`config.mk`:
```
export PLATFORM = sky130hd
export DESIGN_NAME = subckt_sweep_ctrl
export DESIGN_NICKNAME = d
export VERILOG_FILES = /design/src/rtl/sweep_pkg.sv /design/src/rtl/sweep_tgl_cnt.sv /design/src/rtl/subckt_sweep_ctrl.sv
export SDC_FILE = /design/constraint.sdc
export NUM_CORES = 1
export LEC_CHECK = 0
export ABC_AREA = 1
export BUFFER_PORTS_ARGS = -buffer_cell sky130_fd_sc_hd__buf_2
export CAP_MARGIN = 20
export CORE_ASPECT_RATIO = 0.7
export CORE_MARGIN = 4
export CORE_UTILIZATION = 40
export CTS_CLUSTER_DIAMETER = 150
export DETAILED_ROUTE_END_ITERATION = 8
export PLACE_DENSITY_LB_ADDON = 0.1
export RECOVER_POWER = 50
export SLEW_MARGIN = 20
export SYNTH_ARGS = -nofsm -noshare
export SYNTH_HDL_FRONTEND = slang
export SYNTH_SLANG_ARGS = --single-unit
```
`constraint.sdc`:
```
create_clock -name clk -period 2.3 [get_ports clk]
set_input_delay 0.46 -clock clk [delete_from_list [all_inputs] [get_ports clk]]
set_output_delay 0.46 -clock clk [all_outputs]
set_load 0.05 [all_outputs]
```
`src/rtl/sweep_pkg.sv`:
```
// Shared types and helpers for the subcircuit sweep sequencer.
package sweep_pkg;

    localparam int unsigned TGL_W = 8;

    typedef enum logic [1:0] {
        ST_IDLE,
        ST_SETTLE,
        ST_SAMPLE,
        ST_DONE
    } sweep_state_e;

    // Sweep position to applied vector: Gray code keeps one input toggling per step.
    function automatic logic [31:0] order_vec(input logic [31:0] idx, input logic gray);
        return gray ? (idx ^ (idx >> 1)) : idx;
    endfunction

    function automatic logic [TGL_W-1:0] popcount(input logic [31:0] x);
        logic [TGL_W-1:0] n;
        n = '0;
        for (int unsigned i = 0; i < 32; i++) begin
            n = n + TGL_W'(x[i]);
        end
        return n;
    endfunction

endpackage

```
`src/rtl/sweep_tgl_cnt.sv`:
```
// Saturating activity counter: adds inc_amt when inc_en is high, sticks at all-ones.
module sweep_tgl_cnt
    import sweep_pkg::*;
(
    input  logic             clk,
    input  logic             rst_n,
    input  logic             clr,
    input  logic             inc_en,
    input  logic [TGL_W-1:0] inc_amt,
    output logic [TGL_W-1:0] cnt
);

    logic [TGL_W:0] sum;

    always_comb begin
        sum = {1'b0, cnt} + {1'b0, inc_amt};
    end

    always_ff @(posedge clk or negedge rst_n) begin
        if (!rst_n) begin
            cnt <= '0;
        end else if (clr) begin
            cnt <= '0;
        end else if (inc_en) begin
            cnt <= sum[TGL_W] ? '1 : sum[TGL_W-1:0];
        end
    end

endmodule

```
`src/rtl/subckt_sweep_ctrl.sv`:
```
// Exhaustive vector sweep of a small combinational subcircuit against a golden truth table.
// Define SWEEP_TOGGLE_CNT_EN to build the input/output switching-activity counters.
module subckt_sweep_ctrl
    import sweep_pkg::*;
#(
    parameter int unsigned          N_IN         = 4,
    parameter int unsigned          SETTLE       = 1,
    parameter logic [(1<<N_IN)-1:0] GOLDEN       = 16'hFF40,
    parameter bit                   GRAY_ORDER   = 1'b1,
    parameter bit                   STOP_ON_FAIL = 1'b0
) (
    input  logic             clk,
    input  logic             rst_n,
    input  logic             start_i,
    input  logic             abort_i,
    output logic [N_IN-1:0]  vec_o,
    input  logic             dut_out_i,
    output logic             busy_o,
    output logic             done_o,
    output logic             pass_o,
    output logic [N_IN-1:0]  fail_vec_o,
    output logic [N_IN:0]    fail_cnt_o,
    output logic [TGL_W-1:0] in_tgl_o,
    output logic [TGL_W-1:0] out_tgl_o
);

    localparam int unsigned CNT_W = (SETTLE > 1) ? $clog2(SETTLE) : 1;

    sweep_state_e state, state_nxt;

    logic [N_IN-1:0]  idx;
    logic [N_IN-1:0]  idx_inc;
    logic [N_IN-1:0]  vec_nxt;
    logic [CNT_W-1:0] settle_cnt;
    logic             mismatch;
    logic             last_vec;
    logic             settle_end;
    logic             accept;
    logic             advance;
    logic             sample;
    logic             do_abort;

    assign idx_inc    = idx + N_IN'(1);
    assign vec_nxt    = N_IN'(order_vec(32'(idx_inc), GRAY_ORDER));
    assign mismatch   = (dut_out_i != GOLDEN[vec_o]);
    assign last_vec   = (idx == '1);
    assign settle_end = (settle_cnt == CNT_W'(SETTLE - 1));

    always_ff @(posedge clk or negedge rst_n) begin
        if (!rst_n) begin
            state <= ST_IDLE;
        end else begin
            state <= state_nxt;
        end
    end

    always_comb begin
        state_nxt = state;
        accept    = 1'b0;
        advance   = 1'b0;
        sample    = 1'b0;
        do_abort  = 1'b0;
        // Abort wins over everything, including the final sample of a sweep.
        if (state != ST_IDLE && abort_i) begin
            state_nxt = ST_IDLE;
            do_abort  = 1'b1;
        end else begin
            case (state)
                ST_IDLE: begin
                    if (start_i) begin
                        state_nxt = ST_SETTLE;
                        accept    = 1'b1;
                    end
                end
                ST_SETTLE: begin
                    if (settle_end) begin
                        state_nxt = ST_SAMPLE;
                    end
                end
                ST_SAMPLE: begin
                    sample = 1'b1;
                    if (last_vec || (STOP_ON_FAIL && mismatch)) begin
                        state_nxt = ST_DONE;
                    end else begin
                        state_nxt = ST_SETTLE;
                        advance   = 1'b1;
                    end
                end
                ST_DONE: begin
                    state_nxt = ST_IDLE;
                end
                default: begin
                    state_nxt = ST_IDLE;
                end
            endcase
        end
    end

    assign busy_o = (state == ST_SETTLE) || (state == ST_SAMPLE);
    assign done_o = (state == ST_DONE);

    always_ff @(posedge clk or negedge rst_n) begin
        if (!rst_n) begin
            idx        <= '0;
            vec_o      <= '0;
            settle_cnt <= '0;
            pass_o     <= 1'b0;
            fail_vec_o <= '0;
            fail_cnt_o <= '0;
        end else if (do_abort) begin
            idx    <= '0;
            vec_o  <= '0;
            pass_o <= 1'b0;
        end else if (accept) begin
            idx        <= '0;
            vec_o      <= N_IN'(order_vec(32'd0, GRAY_ORDER));
            settle_cnt <= '0;
            pass_o     <= 1'b1;
            fail_vec_o <= '0;
            fail_cnt_o <= '0;
        end else begin
            if (state == ST_SETTLE) begin
                settle_cnt <= settle_cnt + CNT_W'(1);
            end
            if (sample && mismatch) begin
                fail_cnt_o <= fail_cnt_o + (N_IN + 1)'(1);
                pass_o     <= 1'b0;
                if (fail_cnt_o == '0) begin
                    fail_vec_o <= vec_o;
                end
            end
            if (advance) begin
                idx        <= idx_inc;
                vec_o      <= vec_nxt;
                settle_cnt <= '0;
            end
        end
    end

`ifdef SWEEP_TOGGLE_CNT_EN
    logic prev_smp;
    logic have_prev;
    logic out_chg;

    // First sample of a sweep has no predecessor and never counts as a change.
    always_ff @(posedge clk or negedge rst_n) begin
        if (!rst_n) begin
            prev_smp  <= 1'b0;
            have_prev <= 1'b0;
        end else if (accept) begin
            prev_smp  <= 1'b0;
            have_prev <= 1'b0;
        end else if (sample && !do_abort) begin
            prev_smp  <= dut_out_i;
            have_prev <= 1'b1;
        end
    end

    assign out_chg = sample && have_prev && (dut_out_i != prev_smp);

    sweep_tgl_cnt u_in_tgl (
        .clk     (clk),
        .rst_n   (rst_n),
        .clr     (accept),
        .inc_en  (advance),
        .inc_amt (popcount(32'(vec_o ^ vec_nxt))),
        .cnt     (in_tgl_o)
    );

    sweep_tgl_cnt u_out_tgl (
        .clk     (clk),
        .rst_n   (rst_n),
        .clr     (accept),
        .inc_en  (out_chg),
        .inc_amt (TGL_W'(1)),
        .cnt     (out_tgl_o)
    );
`else
    assign in_tgl_o  = '0;
    assign out_tgl_o = '0;
`endif

endmodule

```
# Yosys cells after proc, flatten, opt, wreduce, memory -nomap -nowiden
# Memory sizes are Yosys's and may differ from the RTL's.
# Cells that the tools add are included.
# totals
latch_bits,0
word_cells,68
mem_count,1
output_inout_bits,32
ff_bits,21
mem_bits_rw,0
mem_bits_ro,16
input_bits,5
# memory_table
memory,depth,word_bits,read_ports,rd_clocked_by_memory_dff,write_ports,line,text
(no name shown),16,1,1,0,0,subckt_sweep_ctrl.sv:45,assign mismatch = (dut_out_i != GOLDEN[vec_o]);
# classes
reduce_logical,15
eq_ne,7
n_mul,0
n_div,0
bitwise_logic,2
add_sub_neg,3
n_mux,32
order_cmp,1
shift,0
# op_table
op,n
2-to-1 mux 4 bit,9
2-to-1 mux 1 bit,16
2-to-1 mux 5 bit,2
nonzero test 3 bit,3
2-to-1 mux 2 bit,4
one-hot mux 2 bit (4 select lines),1
"inequality test 3 bit, second input constant",2
AND reduction 2 bit,3
nonzero test 2 bit,3
"adder 5 x 1 -> 5 bit, second input constant",1
zero test 5 bit,1
"less-than comparator 4 x 5 -> 1 bit, second input constant",1
"adder 4 x 1 -> 4 bit, second input constant",1
"equality test 2 bit, second input constant",2
"equality test 4 bit, second input constant",1
bitwise XOR 4 x 3 -> 4 bit,1
AND reduction 3 bit,1
"equality test 2 x 1 -> 1 bit, second input constant",1
logical AND 1 bit,2
zero test 2 bit,1
"adder 1 bit, second input constant",1
logical OR 1 bit,1
inequality test 1 bit,1
NOT 1 bit,1

# Logic depth before layout (Yosys ltp)
# depth
word_depth,7
mapped_depth,12
depth_no_buf,12

# Worst setup path after synthesis
# No wires, ideal clock.
# synth_path
path_type,flip-flop to flip-flop
startpoint,register fail_cnt_o[0]
endpoint,register fail_vec_o[0]
slack_ns,0.782
period_less_slack_ns,1.518
arrival_ns,1.452
required_ns,2.234
path_stages_with_launch,10
n_path_buf,0
setup_ns,0.066
path_cell_list,dfrtp_1 > inv_1 > ha_1 > inv_1 > nor2_1 > nand2_1 > nor2_1 > nand4_1 > nand3_1 > nand2_1
# synth_via
elab_chain_len,3
# synth_rtl
item,line,text
"start, declared",subckt_sweep_ctrl.sv:22,"output logic [N_IN:0] fail_cnt_o,"
"start signal, assigned",subckt_sweep_ctrl.sv:126,fail_cnt_o <= fail_cnt_o + (N_IN + 1)'(1);
zero test 5 bit,subckt_sweep_ctrl.sv:128,if (fail_cnt_o == '0) begin
nonzero test 2 bit (no source line),-,
AND reduction 3 bit (no source line),-,
"end signal, assigned",subckt_sweep_ctrl.sv:129,fail_vec_o <= vec_o;
"end, declared",subckt_sweep_ctrl.sv:21,"output logic [N_IN-1:0] fail_vec_o,"
# Every way passes these cells.
# A chain may end at the register's enable or synchronous reset.

# Worst setup path in the final report
# layout_path
startpoint,register state[0]
endpoint,register vec_o[2]
# layout_via
elab_chain_len,5
elab_cells_between_ends,12
classes_between,1 x eq/ne; 7 x mux; 4 x reduce/logical
# layout_rtl
item,line,text
"start, declared",subckt_sweep_ctrl.sv:29,"sweep_state_e state, state_nxt;"
"start signal, assigned",subckt_sweep_ctrl.sv:53,state <= state_nxt;
zero test 2 bit or nonzero test 2 bit (tied branches),"subckt_sweep_ctrl.sv:68, subckt_sweep_ctrl.sv:64",
2-to-1 mux 1 bit or logical AND 1 bit (tied branches),"subckt_sweep_ctrl.sv:68, subckt_sweep_ctrl.sv:64",
2-to-1 mux 1 bit,subckt_sweep_ctrl.sv:64,if (state != ST_IDLE && abort_i) begin
2-to-1 mux 4 bit,subckt_sweep_ctrl.sv:114,end else if (accept) begin
2-to-1 mux 4 bit,subckt_sweep_ctrl.sv:110,end else if (do_abort) begin
"end signal, assigned",subckt_sweep_ctrl.sv:116,"vec_o <= N_IN'(order_vec(32'd0, GRAY_ORDER));"
"end signal, assigned",subckt_sweep_ctrl.sv:134,vec_o <= vec_nxt;
"end, declared",subckt_sweep_ctrl.sv:16,"output logic [N_IN-1:0] vec_o,"
# Parallel ways exist; a longest one is shown, timed or not.

==> metrics.log <==
INFO  metric grt_setup_unrepaired = no
INFO  metric io_count = 37
INFO  metric synth.yosys.seq_area_share = between 30 and 40%
INFO  metric synth.cell_area = between 1000 and 1500 um2
INFO  metric leakagePower = 0.784 nW
INFO  metric run_status = complete, no violations
INFO  metric max_stage_delay = 0.40 ns
INFO  metric setup_ws = 0.422 ns
INFO  metric final_critical_path_share_of_the_clock_period = 81.7%
INFO  metric grt_pass1_wl = about 4.2 mm
INFO  metric critical_path_s_most_frequent_cell = sky130_fd_sc_hd__nand2_1
INFO  metric diodes = 0
INFO  metric synthesis.instances = 160
INFO  metric hold_path.class = in2async
INFO  metric final.setup.tns = 0 ns
INFO  metric cap_violations = 0
INFO  metric die_span_in_y = 55.6 um
INFO  metric crit_path_start_kind = register
INFO  metric layout-drive-gt1-share = around 13%
INFO  metric timing.hold.ws = between 0.3 and 0.4 ns
INFO  metric crit_path_kind = reg2reg
INFO  metric cts_repair_resize_count = 0
INFO  metric syn_avg_cell_area = 8.09 um2
INFO  metric areaGrowthSynthToFinish = 7.64%
INFO  metric cts_setup_buffers = 0
INFO  metric slew_headroom = between 20% and 30%
INFO  metric clock_tree.htree_level_count = 1
INFO  metric worst-endpoint-required = 2.50 ns
INFO  metric postPlaceCellArea = 1360 um2
INFO  metric grt_max_degree = 21
INFO  metric postRouteWirelength = 2.54 mm
INFO  metric dpl_worst_slack = 0.447 ns
INFO  metric start_util = 44.0%
INFO  metric place.detailed.hpwl = 2.01 mm
INFO  metric timing.critical_path.cells = inv_1 -> ha_1 -> nand2_1 -> inv_1 -> nor2_4 -> nand2_1 -> nand2_1 -> nand2_1 -> nand2_1
INFO  metric rr_worst_depth = 9
INFO  metric synth-warning-count = 0
INFO  metric rrSetupSlack = 0.42 ns
INFO  metric fp-row-count = 16
INFO  metric critical_path_buf_inv_count = 2
INFO  metric period_needed = 1.88 ns
INFO  metric fmax = 0.532 GHz
INFO  metric cts-hold-fix-buffers = 0
INFO  metric coreArea = 2940 um2
INFO  metric cp_max_fo = 12
INFO  metric final_net_count = 194
INFO  metric clock_latency = ~0.25 ns
INFO  metric setup_viol_count_final = 0
INFO  metric place.port_buffers = 20
INFO  metric synth_cell_types = 23
INFO  metric grt_pass1_vias = 869
INFO  metric wire_per_inst = 11.7 um
INFO  metric critPathTopFamily = simple AND/OR/NAND/NOR gates
INFO  metric drcViolationCount = 0
INFO  metric worstSetupEndpointType = register
INFO  metric global_route.usage.total = 12.1%
INFO  metric cts_tree = built
INFO  metric finalHoldViolCount = 0
INFO  metric skew = 0.00263 ns
INFO  metric synth_seq_cells = 20
INFO  metric detailroute.via_count = 997
INFO  metric worst_r2r_startpoint = state[0]
INFO  metric worst_ep_arrival_time = 2.08 ns
INFO  metric cell_at_the_root_of_the_clock_tree = sky130_fd_sc_hd__clkbuf_8
INFO  metric vias_per_cell = 4.62
INFO  metric power.density = 1220 nW/um2
INFO  metric path_depth = 9
INFO  metric overflow_left_after_global_routing = 0
INFO  metric max-vdd-ir-drop = 0.446 mV
INFO  metric grt_antenna_before_repair = 0
INFO  metric timing_worst_slew_pin_value = around 1.1 ns
INFO  metric crit_start = state[0]
INFO  metric clkTransAtPathRegs = 0.07 ns
INFO  metric crit_slowest_cell = sky130_fd_sc_hd__dfrtp_1
INFO  metric cts.sinks = 20
INFO  metric postRouteAntennaNets = 0
INFO  metric drt_iter0_markers = 69
INFO  metric fp.dieW = 76.0 um
INFO  metric worst_r2r_endpoint = vec_o[2]
INFO  metric cp-endpoint = vec_o[2]
INFO  metric timing.final.max_slew_violations = 0
INFO  metric detail_route.first_pass.iterations = 4
INFO  metric fraction_of_the_core_area_covered_by_cells_at_the_end_of_the_flow = 47.3%
INFO  metric post_route_design_area = approximately 1400 um2
INFO  metric die_area = 4220 um2
INFO  metric tritoncts.num_buffers = 3
INFO  metric cts_buffer_depth = 2
INFO  metric place.gp.congestion = 0.840
report_power, final:
part	internal, mW	switching (mW)	leakage (nW)	total, mW
clock	0.117	0.108	0.0216	0.225
combinational	0.228	0.728	0.492	0.956
sequential	0.443	0.0813	0.270	0.525
total	0.788	0.918	0.784	1.71
through the flow:
step	std cells	total power, mW
3_3_place_gp	213	1.49
2_1_floorplan	175	1.33
5_1_grt	216	1.83
6_report	216	1.71
4_1_cts	216	1.73
3_5_place_dp	213	1.50
cells by family (layout without fill, tap and decap cells):
logic type,after synthesis,after routing,share of synthesized area [%]
xor+xnor,6,6,4.06
buf+inv,36,41,15.9
simple gates,77,77,28.7
other cells,1,16,0.290
flops,20,20,38.7
fa+ha+maj,7,7,6.77
compound gates,13,13,5.61
cells in the final DEF (no fill, tap or decap):
cell type                  instances
sky130_fd_sc_hd__nand2_1          32
sky130_fd_sc_hd__nand3_1          24
sky130_fd_sc_hd__dfrtp_1          20
sky130_fd_sc_hd__conb_1           16
sky130_fd_sc_hd__inv_1            15
sky130_fd_sc_hd__nor2_1           12
sky130_fd_sc_hd__buf_2            11
sky130_fd_sc_hd__clkbuf_1          9
sky130_fd_sc_hd__o21ai_0           8
sky130_fd_sc_hd__ha_1              7
sky130_fd_sc_hd__xor2_1            5
sky130_fd_sc_hd__nand2_4           4
sky130_fd_sc_hd__o31ai_1           3
sky130_fd_sc_hd__clkbuf_8          3
sky130_fd_sc_hd__inv_2             2
sky130_fd_sc_hd__clkinv_4          1
sky130_fd_sc_hd__nand4_1           1
sky130_fd_sc_hd__nand3_2           1
sky130_fd_sc_hd__nor2_4            1
sky130_fd_sc_hd__a21oi_1           1
sky130_fd_sc_hd__nor3b_1           1
sky130_fd_sc_hd__and2_1            1
sky130_fd_sc_hd__o21ai_1           1
sky130_fd_sc_hd__xnor2_1           1
cell type report:
class / instances / area, um2
fillers: 306 / 1550
multi-input cells: 119 / 644
flip-flops and latches: 20 / 500
repair buffers: 20 / 88.8
inverters: 18 / 72.6
well taps: 36 / 45.0
clock buffers: 3 / 41.3
worst min-delay path by stage:
stage               start             to  slack (ns)
global route        rst_n       state[1]        0.49
CTS                 rst_n         idx[2]        0.16
finish              rst_n       state[1]        0.38
floorplan           rst_n  fail_cnt_o[0]        0.16
detailed placement  rst_n         idx[2]        0.44
global placement    rst_n         idx[2]        0.44
state kept, by name, summed over array words and instances (netlist names):
register	cells
state	2
pass_o	1
idx	4
settle_cnt	1
fail_cnt_o	5
vec_o	3
fail_vec_o	4
routing by layer:
| metal | GRT usage (%) | up-vias | wire length [um] |
|---|---|---|---|
| met3 | 4.05 | 5 | 187 |
| li1 | - | 520 | - |
| met2 | 16.6 | 31 | 991 |
| met5 | 0 | - | 0 |
| met1 | 18.4 | 441 | 1330 |
| met4 | 2.28 | 0 | 23 |
cells in the mapped netlist:
cell type | n | share of area [%]
sky130_fd_sc_hd__nand2_4 | 4 | 3.5
sky130_fd_sc_hd__clkinv_4 | 1 | 0.68
sky130_fd_sc_hd__nand3_2 | 1 | 0.77
sky130_fd_sc_hd__nand4_1 | 1 | 0.48
sky130_fd_sc_hd__o21ai_1 | 1 | 0.39
sky130_fd_sc_hd__nand3_1 | 24 | 9.3
sky130_fd_sc_hd__xnor2_1 | 1 | 0.68
sky130_fd_sc_hd__dfrtp_1 | 20 | 39
sky130_fd_sc_hd__and2_1 | 1 | 0.48
sky130_fd_sc_hd__buf_2 | 1 | 0.39
sky130_fd_sc_hd__inv_1 | 15 | 4.4
sky130_fd_sc_hd__buf_4 | 17 | 9.9
sky130_fd_sc_hd__nor2_1 | 12 | 3.5
sky130_fd_sc_hd__conb_1 | 1 | 0.29
sky130_fd_sc_hd__nor3b_1 | 1 | 0.58
sky130_fd_sc_hd__xor2_1 | 5 | 3.4
sky130_fd_sc_hd__o31ai_1 | 3 | 1.7
sky130_fd_sc_hd__nor2_4 | 1 | 0.87
sky130_fd_sc_hd__o21ai_0 | 8 | 3.1
sky130_fd_sc_hd__a21oi_1 | 1 | 0.39
sky130_fd_sc_hd__nand2_1 | 32 | 9.3
sky130_fd_sc_hd__ha_1 | 7 | 6.8
sky130_fd_sc_hd__inv_2 | 2 | 0.58
No activity file was read; power rests on OpenSTA's default activity.
